[src/rtl/sram_sched_pkg.sv]
// Shared constants and types for the SRAM request scheduler.
package sram_sched_pkg;

    localparam int NUM_PORTS = 4;
    localparam int READ_MASK = 0;
    localparam int TAG_W     = 1;

    typedef enum logic [1:0] {
        PORT_W0 = 2'd0,
        PORT_W1 = 2'd1,
        PORT_R0 = 2'd2,
        PORT_R1 = 2'd3
    } port_e;

endpackage

[src/rtl/sram_request_scheduler_if.sv]
// Requester-side and SRAM-side handshake signals of the scheduler.
// The slave modport is the scheduler's view; master is the surrounding logic.
interface sram_request_scheduler_if #(
    parameter int ADDR_W = 19,
    parameter int DATA_W = 32,
    parameter int MASK_W = 4
);
    logic [3:0]          req_valid;
    logic [3:0]          req_ready;
    logic [4*ADDR_W-1:0] req_addr;
    logic [2*DATA_W-1:0] req_wdata;
    logic [2*MASK_W-1:0] req_mask;
    logic [1:0]          rd_space;
    logic [1:0]          rd_dout_valid;
    logic [DATA_W-1:0]   rd_dout;
    logic                sram_addr_valid;
    logic                sram_ready;
    logic [ADDR_W-1:0]   sram_addr;
    logic [MASK_W-1:0]   sram_write_mask;
    logic [DATA_W-1:0]   sram_data_in;
    logic [DATA_W-1:0]   sram_data_out;
    logic                sram_data_out_valid;

    modport slave (
        input  req_valid, req_addr, req_wdata, req_mask, rd_space,
        input  sram_ready, sram_data_out, sram_data_out_valid,
        output req_ready, rd_dout_valid, rd_dout,
        output sram_addr_valid, sram_addr, sram_write_mask, sram_data_in
    );

    modport master (
        output req_valid, req_addr, req_wdata, req_mask, rd_space,
        output sram_ready, sram_data_out, sram_data_out_valid,
        input  req_ready, rd_dout_valid, rd_dout,
        input  sram_addr_valid, sram_addr, sram_write_mask, sram_data_in
    );
endinterface

[src/rtl/sram_sched_tag_fifo.sv]
// Return-tag FIFO: records which read port issued each accepted read, in issue order.
module sram_sched_tag_fifo
    import sram_sched_pkg::*;
#(
    parameter int DEPTH = 8
) (
    input  logic             sram_clock,
    input  logic             reset_n,
    input  logic             push_i,
    input  logic [TAG_W-1:0] push_data_i,
    input  logic             pop_i,
    output logic [TAG_W-1:0] pop_data_o,
    output logic             full_o,
    output logic             empty_o
);
    localparam int PTR_W = $clog2(DEPTH);

    logic [TAG_W-1:0] mem_q [DEPTH];
    logic [PTR_W-1:0] wr_ptr_q, wr_ptr_d, rd_ptr_q, rd_ptr_d;
    logic [PTR_W:0]   cnt_q, cnt_d;
    logic             do_push, do_pop;

    assign full_o     = (cnt_q == (PTR_W+1)'(DEPTH));
    assign empty_o    = (cnt_q == '0);
    assign pop_data_o = mem_q[rd_ptr_q];

    // A pop frees a slot in the same cycle, so push-on-full with pop is accepted.
    assign do_pop  = pop_i && !empty_o;
    assign do_push = push_i && (!full_o || do_pop);

    always_comb begin
        wr_ptr_d = wr_ptr_q;
        rd_ptr_d = rd_ptr_q;
        cnt_d    = cnt_q;
        if (do_push) wr_ptr_d = wr_ptr_q + 1'b1;
        if (do_pop)  rd_ptr_d = rd_ptr_q + 1'b1;
        cnt_d = cnt_q + (PTR_W+1)'(do_push) - (PTR_W+1)'(do_pop);
    end

    always_ff @(posedge sram_clock or negedge reset_n) begin
        if (!reset_n) begin
            wr_ptr_q <= '0;
            rd_ptr_q <= '0;
            cnt_q    <= '0;
        end else begin
            wr_ptr_q <= wr_ptr_d;
            rd_ptr_q <= rd_ptr_d;
            cnt_q    <= cnt_d;
        end
    end

    always_ff @(posedge sram_clock) begin
        if (do_push) mem_q[wr_ptr_q] <= push_data_i;
    end
endmodule

[src/rtl/sram_request_scheduler.sv]
// Round-robin scheduler (w0,w1,r0,r1) onto one registered SRAM command slot, with tag-routed
// read returns. Define SRAM_SCHED_STATS_EN to add saturating per-port grant counters.
module sram_request_scheduler
    import sram_sched_pkg::*;
#(
    parameter int ADDR_W          = 19,
    parameter int DATA_W          = 32,
    parameter int MASK_W          = 4,
    parameter int MAX_OUTSTANDING = 4,
    parameter int TAG_DEPTH       = 8
) (
    input  logic                      sram_clock,
    input  logic                      reset_n,
    sram_request_scheduler_if.slave   bus,
    output logic [1:0]                state,
    output logic                      tag_err
`ifdef SRAM_SCHED_STATS_EN
    ,
    output logic [4*16-1:0]           grant_count
`endif
);
    localparam int OUT_W = $clog2(MAX_OUTSTANDING + 1);

    logic                 load, found;
    logic [NUM_PORTS-1:0] elig, req_ready;
    logic [1:0]           grant, ptr_q, ptr_d;
    port_e                state_q, state_d;
    logic                 av_q, av_d;
    logic [ADDR_W-1:0]    addr_q, addr_d;
    logic [MASK_W-1:0]    mask_q, mask_d;
    logic [DATA_W-1:0]    data_q, data_d;
    logic [OUT_W-1:0]     outst_q [2];
    logic [OUT_W-1:0]     outst_d [2];
    logic [OUT_W:0]       pend [2];
    logic                 push, pop, tag_full, tag_empty;
    logic [TAG_W-1:0]     push_tag, tag_head;
    logic [1:0]           rdv_q, rdv_d;
    logic [DATA_W-1:0]    rdout_q, rdout_d;
    logic                 tag_err_q, tag_err_d;

    assign load = !av_q || bus.sram_ready;

    // A read sitting in the slot is counted as in flight so a port can never exceed its limit.
    always_comb begin
        elig[0] = bus.req_valid[0];
        elig[1] = bus.req_valid[1];
        for (int r = 0; r < 2; r++) begin
            pend[r] = {1'b0, outst_q[r]}
                    + (OUT_W+1)'(av_q && (state_q == port_e'(2'(2 + r))));
            elig[2+r] = bus.req_valid[2+r] && bus.rd_space[r]
                      && (pend[r] < (OUT_W+1)'(MAX_OUTSTANDING)) && !tag_full;
        end
    end

    always_comb begin
        grant = ptr_q;
        found = 1'b0;
        for (int k = 0; k < NUM_PORTS; k++) begin
            if (!found && elig[ptr_q + 2'(k)]) begin
                grant = ptr_q + 2'(k);
                found = 1'b1;
            end
        end
        req_ready = (load && found) ? (NUM_PORTS'(1) << grant) : '0;
    end

    always_comb begin
        av_d    = av_q;
        addr_d  = addr_q;
        mask_d  = mask_q;
        data_d  = data_q;
        ptr_d   = ptr_q;
        state_d = state_q;
        if (load) begin
            if (found) begin
                av_d    = 1'b1;
                addr_d  = bus.req_addr[grant*ADDR_W +: ADDR_W];
                ptr_d   = grant + 2'd1;
                state_d = port_e'(grant);
                if (grant[1]) begin
                    mask_d = MASK_W'(READ_MASK);
                    data_d = '0;
                end else begin
                    mask_d = bus.req_mask[grant[0]*MASK_W +: MASK_W];
                    data_d = bus.req_wdata[grant[0]*DATA_W +: DATA_W];
                end
            end else begin
                av_d = 1'b0;
            end
        end
    end

    assign push     = av_q && bus.sram_ready && (mask_q == MASK_W'(READ_MASK));
    assign push_tag = TAG_W'(state_q == PORT_R1);
    assign pop      = bus.sram_data_out_valid && !tag_empty;

    always_comb begin
        for (int r = 0; r < 2; r++) begin
            outst_d[r] = outst_q[r]
                       + OUT_W'(push && (push_tag == TAG_W'(r)))
                       - OUT_W'(pop && (tag_head == TAG_W'(r)));
        end
        rdv_d     = pop ? (2'b01 << tag_head) : 2'b00;
        rdout_d   = pop ? bus.sram_data_out : rdout_q;
        tag_err_d = tag_err_q || (bus.sram_data_out_valid && tag_empty);
    end

    always_ff @(posedge sram_clock or negedge reset_n) begin
        if (!reset_n) begin
            av_q      <= 1'b0;
            addr_q    <= '0;
            mask_q    <= '0;
            data_q    <= '0;
            ptr_q     <= 2'd0;
            state_q   <= PORT_W0;
            outst_q   <= '{default: '0};
            rdv_q     <= '0;
            rdout_q   <= '0;
            tag_err_q <= 1'b0;
        end else begin
            av_q      <= av_d;
            addr_q    <= addr_d;
            mask_q    <= mask_d;
            data_q    <= data_d;
            ptr_q     <= ptr_d;
            state_q   <= state_d;
            outst_q   <= outst_d;
            rdv_q     <= rdv_d;
            rdout_q   <= rdout_d;
            tag_err_q <= tag_err_d;
        end
    end

    sram_sched_tag_fifo #(.DEPTH(TAG_DEPTH)) u_tag_fifo (
        .sram_clock  (sram_clock),
        .reset_n     (reset_n),
        .push_i      (push),
        .push_data_i (push_tag),
        .pop_i       (pop),
        .pop_data_o  (tag_head),
        .full_o      (tag_full),
        .empty_o     (tag_empty)
    );

    assign bus.req_ready       = req_ready;
    assign bus.sram_addr_valid = av_q;
    assign bus.sram_addr       = addr_q;
    assign bus.sram_write_mask = mask_q;
    assign bus.sram_data_in    = data_q;
    assign bus.rd_dout_valid   = rdv_q;
    assign bus.rd_dout         = rdout_q;
    assign state               = state_q;
    assign tag_err             = tag_err_q;

`ifdef SRAM_SCHED_STATS_EN
    logic [15:0] gcnt_q [NUM_PORTS];

    always_ff @(posedge sram_clock or negedge reset_n) begin
        if (!reset_n) begin
            gcnt_q <= '{default: '0};
        end else begin
            for (int i = 0; i < NUM_PORTS; i++) begin
                if (req_ready[i] && (gcnt_q[i] != 16'hFFFF)) gcnt_q[i] <= gcnt_q[i] + 16'd1;
            end
        end
    end

    for (genvar g = 0; g < NUM_PORTS; g++) begin : g_cnt
        assign grant_count[g*16 +: 16] = gcnt_q[g];
    end
`endif
endmodule
[src/flat_wrapper.sv]
// flat-port wrapper written by rule: the top's interface ports become plain ports
module sram_request_scheduler_flat import sram_sched_pkg::*;
#(
    parameter int ADDR_W          = 19,
    parameter int DATA_W          = 32,
    parameter int MASK_W          = 4,
    parameter int MAX_OUTSTANDING = 4,
    parameter int TAG_DEPTH       = 8
)
  (sram_clock, reset_n, state, tag_err, bus_req_valid, bus_req_addr, bus_req_wdata, bus_req_mask, bus_rd_space, bus_sram_ready, bus_sram_data_out, bus_sram_data_out_valid, bus_req_ready, bus_rd_dout_valid, bus_rd_dout, bus_sram_addr_valid, bus_sram_addr, bus_sram_write_mask, bus_sram_data_in);
  sram_request_scheduler_if #(.ADDR_W(ADDR_W), .DATA_W(DATA_W), .MASK_W(MASK_W)) bus_i ();
  input  logic sram_clock;
  input  logic reset_n;
  output logic [1:0] state;
  output logic tag_err;
  input wire logic [$bits(bus_i.req_valid)-1:0] bus_req_valid;
  input wire logic [$bits(bus_i.req_addr)-1:0] bus_req_addr;
  input wire logic [$bits(bus_i.req_wdata)-1:0] bus_req_wdata;
  input wire logic [$bits(bus_i.req_mask)-1:0] bus_req_mask;
  input wire logic [$bits(bus_i.rd_space)-1:0] bus_rd_space;
  input wire logic [$bits(bus_i.sram_ready)-1:0] bus_sram_ready;
  input wire logic [$bits(bus_i.sram_data_out)-1:0] bus_sram_data_out;
  input wire logic [$bits(bus_i.sram_data_out_valid)-1:0] bus_sram_data_out_valid;
  output wire logic [$bits(bus_i.req_ready)-1:0] bus_req_ready;
  output wire logic [$bits(bus_i.rd_dout_valid)-1:0] bus_rd_dout_valid;
  output wire logic [$bits(bus_i.rd_dout)-1:0] bus_rd_dout;
  output wire logic [$bits(bus_i.sram_addr_valid)-1:0] bus_sram_addr_valid;
  output wire logic [$bits(bus_i.sram_addr)-1:0] bus_sram_addr;
  output wire logic [$bits(bus_i.sram_write_mask)-1:0] bus_sram_write_mask;
  output wire logic [$bits(bus_i.sram_data_in)-1:0] bus_sram_data_in;
  assign bus_i.req_valid = bus_req_valid;
  assign bus_i.req_addr = bus_req_addr;
  assign bus_i.req_wdata = bus_req_wdata;
  assign bus_i.req_mask = bus_req_mask;
  assign bus_i.rd_space = bus_rd_space;
  assign bus_i.sram_ready = bus_sram_ready;
  assign bus_i.sram_data_out = bus_sram_data_out;
  assign bus_i.sram_data_out_valid = bus_sram_data_out_valid;
  assign bus_req_ready = bus_i.req_ready;
  assign bus_rd_dout_valid = bus_i.rd_dout_valid;
  assign bus_rd_dout = bus_i.rd_dout;
  assign bus_sram_addr_valid = bus_i.sram_addr_valid;
  assign bus_sram_addr = bus_i.sram_addr;
  assign bus_sram_write_mask = bus_i.sram_write_mask;
  assign bus_sram_data_in = bus_i.sram_data_in;
  sram_request_scheduler #(.ADDR_W(ADDR_W), .DATA_W(DATA_W), .MASK_W(MASK_W), .MAX_OUTSTANDING(MAX_OUTSTANDING), .TAG_DEPTH(TAG_DEPTH)) u_core (.sram_clock(sram_clock), .reset_n(reset_n), .bus(bus_i), .state(state), .tag_err(tag_err));
endmodule
[config.mk]
export PLATFORM = sky130hd
export DESIGN_NAME = sram_request_scheduler_flat
export DESIGN_NICKNAME = d
export VERILOG_FILES = /design/src/rtl/sram_sched_pkg.sv /design/src/rtl/sram_request_scheduler_if.sv /design/src/rtl/sram_sched_tag_fifo.sv /design/src/rtl/sram_request_scheduler.sv /design/src/flat_wrapper.sv
export SDC_FILE = /design/constraint.sdc
export NUM_CORES = 1
export LEC_CHECK = 0
export ABC_AREA = 0
export BUFFER_PORTS_ARGS = -buffer_cell sky130_fd_sc_hd__buf_4
export CAP_MARGIN = 20
export CORE_MARGIN = 5
export CORE_UTILIZATION = 31
export DETAILED_ROUTE_END_ITERATION = 10
export PLACE_DENSITY_LB_ADDON = 0.25
export SYNTH_ARGS = -nofsm -noshare
export SYNTH_HDL_FRONTEND = slang
export SYNTH_HIERARCHICAL = 1
export SYNTH_SLANG_ARGS = --single-unit
[constraint.sdc]
create_clock -name sram_clock -period 4.8 [get_ports sram_clock]
set_input_delay 0.96 -clock sram_clock [delete_from_list [all_inputs] [get_ports sram_clock]]
set_output_delay 0.96 -clock sram_clock [all_outputs]
set_load 0.01 [all_outputs]
==> run summary <==
Traced cell by cell, the critical path runs through inv_1, ha_1, or3b_4, inv_1, nand3b_1, or4_1, nand2_1, o311ai_1, nand3_4, inv_1, ha_1, inv_1, nor2_1, buf_4. The slowest stage of the critical path belongs to the cell sky130_fd_sc_hd__or3b_4. For this block, the routed nets add up to 17.0 mm of wire. The core area was 0.0194 mm2.

The number of cells on the worst hold path was 1. The number of enable-type register cells in the synthesized netlist was 8. The tool flagged a number of max-cap violations equal to 0. The element type at the critical path start is a flop. The met3 usage came out at 0.0651.

The count of final setup violators was 0. The area share of fa/ha/maj cells after synthesis was 0.0448; the maximum fanout along the worst path was 8. The post-synthesis share of cell area spent on and, or, nand and nor gates was 0.0889; the sequential area share after synthesis was 0.496. The first TritonRoute pass finished after 4 iterations. The critical path data arrival time was 3.07 ns. The commonest cells after synthesis are 111 x sky130_fd_sc_hd__dfrtp_1, 76 x sky130_fd_sc_hd__mux2i_1, 67 x sky130_fd_sc_hd__nand2_1, 53 x sky130_fd_sc_hd__mux2_2, 41 x sky130_fd_sc_hd__o21ai_1. The mean area per synthesized cell was 11.8 um2; the total clock buffers created by CTS was 17.

The path class of the tightest hold or removal check is reg2reg. Compared with the post-synthesis result, the final layout area differs by 49.1%. Post-CTS repair changed the size of 0 cells. The run gives 2 as the number of buffers on the longest clock path. The logs give 0.248 for the global routing met2 resource utilization and 0.0225 mm2 for the die area. The post-synthesis register bit count came out at 119. The critical path in this run is classified as reg2out. 0 antenna diodes ended up in the layout. The setup check on the worst reg-to-reg path leaves a slack of 1.36 ns.

The number of fill cells was 1898; the fraction of layout cells with a size suffix above 1 was 0.490. The xor and xnor area share after synthesis is 0.0115. The power density over cell area was 582 mW/mm2; the static power due to leakage was 4.59 nW. The share of the synthesized area in the top cell type works out to 0.457. met2 is the most crowded layer.

The wire length of the first global-routing pass was 26.3 mm. Measured in cells, the most critical reg-to-reg path has a length of 12. Entering global routing, the biggest net connects 59 pins. The max-slew violation count is 0, and the final core utilization is 0.468. The synthesized net count came out at 726. 287 I/O pins were placed.

By area, the combinational part of the netlist is dominated by multiplexers. The tools report the number of antenna violations at the first check in global routing as 0. The clock latency of the later-clocked register in the worst-skew pair is 0.41 ns, and the number of buffers added on ports is 286.

After clock tree synthesis, the setup repair step added 0 buffers. For this block, the initial DRC count from the detailed router was 132. The endpoint type of the worst setup path was an output port. The hold violation count in the final report is 0, and the final routed wire length divided by cell count is 15.8 um. On the final layout, the worst clock skew is 0.00652 ns.

The height of the die was 150 um. The run gives 0.725 as the last weighted congestion value of the routability-driven placer. The tools report the number of nets in the layout as 1010.

The number of rows created at floorplan is 51, and the number of global-route vias before repair is 4933. The floorplan step set the die width to 150 um. Detailed placement finished with a half-perimeter wire length of 13.1 mm. Based on the critical path, the design can be clocked at up to 0.248 GHz. Dominant cell type by count on the critical path: sky130_fd_sc_hd__inv_1. After synthesis the cells add up to 0.00608 mm2. The detail-routed via count per cell is 4.49.

Post-synthesis async set-or-reset flop share: 0.933. The smallest clock period supported by the final layout is computed as 4.03 ns. The largest voltage drop on the vdd net is 250 uV. The most common cell in the synthesized netlist is sky130_fd_sc_hd__dfrtp_1. Fraction of met1 tracks used by global routing: 0.176. Data on the critical path is required at its endpoint by 3.84 ns. For the post-detailed-route count of antenna-violating nets, the log shows 0. The effective utilization at floorplan is 0.314. The tree built by TritonCTS fans out to 119 sinks. The largest area contributor in the synthesized netlist was sky130_fd_sc_hd__dfrtp_1.

For the worst slew margin relative to its limit, the log shows 0.456. Among all flip-flop cells after synthesis, the most frequent one is sky130_fd_sc_hd__dfrtp_1. The total routing resource utilization after global routing is 0.150. Global routing finished with a remaining overflow of 0. The post-synthesis instance total is 516.

The H-tree generated during clock tree synthesis spans 4 levels. For this run, design rule violations remaining after detail routing come to 0. At the pin with the least slew margin, the transition time is 0.816 ns. The multiplexer share of the synthesized area was 0.234. The run finished with clean final reports.

CTS placed an instance of sky130_fd_sc_hd__clkbuf_16 at the clock tree root. Setup repair after global routing left no endpoint under its margin. The number of hold buffers added after CTS was 0; the compound-cell area share of the yosys netlist was 0.0784. The share of the clock period used by the worst path works out to 0.840. In the final timing run, aggregate negative setup slack is 0 ns. The largest stage delay on the critical path was 0.43 ns.

Yosys attributes the largest share of cell area to sky130_fd_sc_hd__dfrtp_1 46%, sky130_fd_sc_hd__mux2i_1 13%, sky130_fd_sc_hd__mux2_2 9.8%, sky130_fd_sc_hd__nand2_1 4.1%, sky130_fd_sc_hd__edfxtp_1 3.9%. TritonCTS built the clock tree. During synthesis, Yosys emitted a total of 6 warnings. The count of cell types in the netlist is 51, and the clock slew seen by the registers of the worst setup and hold paths is 0.06 ns. Detailed routing inserted a total of 4838 vias.
## path summary, 6_finish.rpt
check                                           start                     endpoint
setup / recovery           u_core/u_tag_fifo/cnt_q[2]             bus_req_ready[3]
hold / removal                         u_core/tag_err               u_core/tag_err
setup reg to reg           u_core/u_tag_fifo/cnt_q[2]   u_core/bus.sram_data_in[0]
hold reg to reg                        u_core/tag_err               u_core/tag_err
max in group asynchronous                     reset_n  u_core/bus.sram_data_in[14]
min in group asynchronous                     reset_n            u_core/outst_q[4]
## placed cells by master, fill, tap and decap left out, types with 4 or more instances in the layout
cell type,netlist,routed
sky130_fd_sc_hd__mux2i_1,76,76
sky130_fd_sc_hd__nand2_1,67,67
sky130_fd_sc_hd__ha_1,17,17
sky130_fd_sc_hd__clkbuf_16,0,17
sky130_fd_sc_hd__o21ai_1,41,41
sky130_fd_sc_hd__xnor2_1,4,4
sky130_fd_sc_hd__mux2_2,53,53
sky130_fd_sc_hd__dfrtp_1,111,111
sky130_fd_sc_hd__buf_4,1,292
sky130_fd_sc_hd__nor3_1,7,7
sky130_fd_sc_hd__o21ai_2,9,9
sky130_fd_sc_hd__o21ai_0,9,9
sky130_fd_sc_hd__nand2b_1,4,4
sky130_fd_sc_hd__xor2_1,4,4
sky130_fd_sc_hd__inv_1,21,21
sky130_fd_sc_hd__edfxtp_1,8,8
sky130_fd_sc_hd__bufinv_16,0,4
sky130_fd_sc_hd__nor4_1,4,4
sky130_fd_sc_hd__nor2_1,11,11
## cell type report
type	instances	area, um2	share of cell area
Clock buffer	20	447	0.0492
Clock inverter	12	175	0.0193
Inverter	21	78.8	0.00869
Multi-Input combinational cell	348	2800	0.309
Sequential cell	119	3020	0.333
Tap cell	265	332	0.0366
Timing Repair Buffer	293	2220	0.245
## sequential cells by signal, summed over array words and instances, names as in the netlist
signal / cells
u_core/bus.sram_write_mask: 4
u_core/bus.rd_dout_valid: 2
u_core/bus.sram_addr_valid: 1
u_core/state: 2
u_core/bus.sram_addr: 19
u_core/ptr_q: 2
u_core/u_tag_fifo/mem_q: 8
u_core/bus.rd_dout: 32
u_core/tag_err: 1
u_core/u_tag_fifo/cnt_q: 4
u_core/u_tag_fifo/rd_ptr_q: 3
u_core/outst_q: 6
u_core/bus.sram_data_in: 32
u_core/u_tag_fifo/wr_ptr_q: 3
## power breakdown
part           switching, W  internal, W  leakage, nW
clock              0.000462     0.000882        0.296
sequential         0.000276      0.00141         1.41
combinational       0.00108      0.00116         2.89
total               0.00182      0.00346         4.59
## cell families (layout without fill, tap and decap cells)
family / after synthesis / count (layout)
AOI/OAI and AO/OA: 74 / 74
xor gates and xnor gates: 8 / 8
adders and majority gates: 20 / 20
buffers and inverters: 49 / 346
DFF: 119 / 119
muxes: 133 / 133
and+or+nand+nor: 113 / 113
## layer usage
layer / share of wire / routed length [um]
met4: 0.013 / 213
met3: 0.11 / 1810
met1: 0.39 / 6690
met2: 0.49 / 8270
met5: 0 / 0
## metrics by stage
step | instances | hold WS (ns) | power, W | worst slack (ns) | area, um2
after floorplan | 516 | 0.460 | 0.00307 | 1.36 | 6080
after global placement | 1045 | 0.441 | 0.00397 | 1.20 | 8420
after detailed placement | 1045 | 0.462 | 0.00399 | 1.09 | 8420
after CTS | 1077 | 0.474 | 0.00538 | 0.697 | 9040
after global routing | 1078 | 0.486 | 0.00567 | 0.552 | 9070
final | 1078 | 0.470 | 0.00528 | 0.769 | 9070
## worst max-delay path, delay by kind of cell (launching register included)
family                   cells  cell delay (ns)
adder cells (fa/ha/maj)      2             0.30
AO/OA/AOI/OAI                1             0.40
buffers and inverters        5             0.52
flip-flops                   1             0.36
AND/OR/NAND/NOR              6             1.09
(Power assumes the default switching activity.)
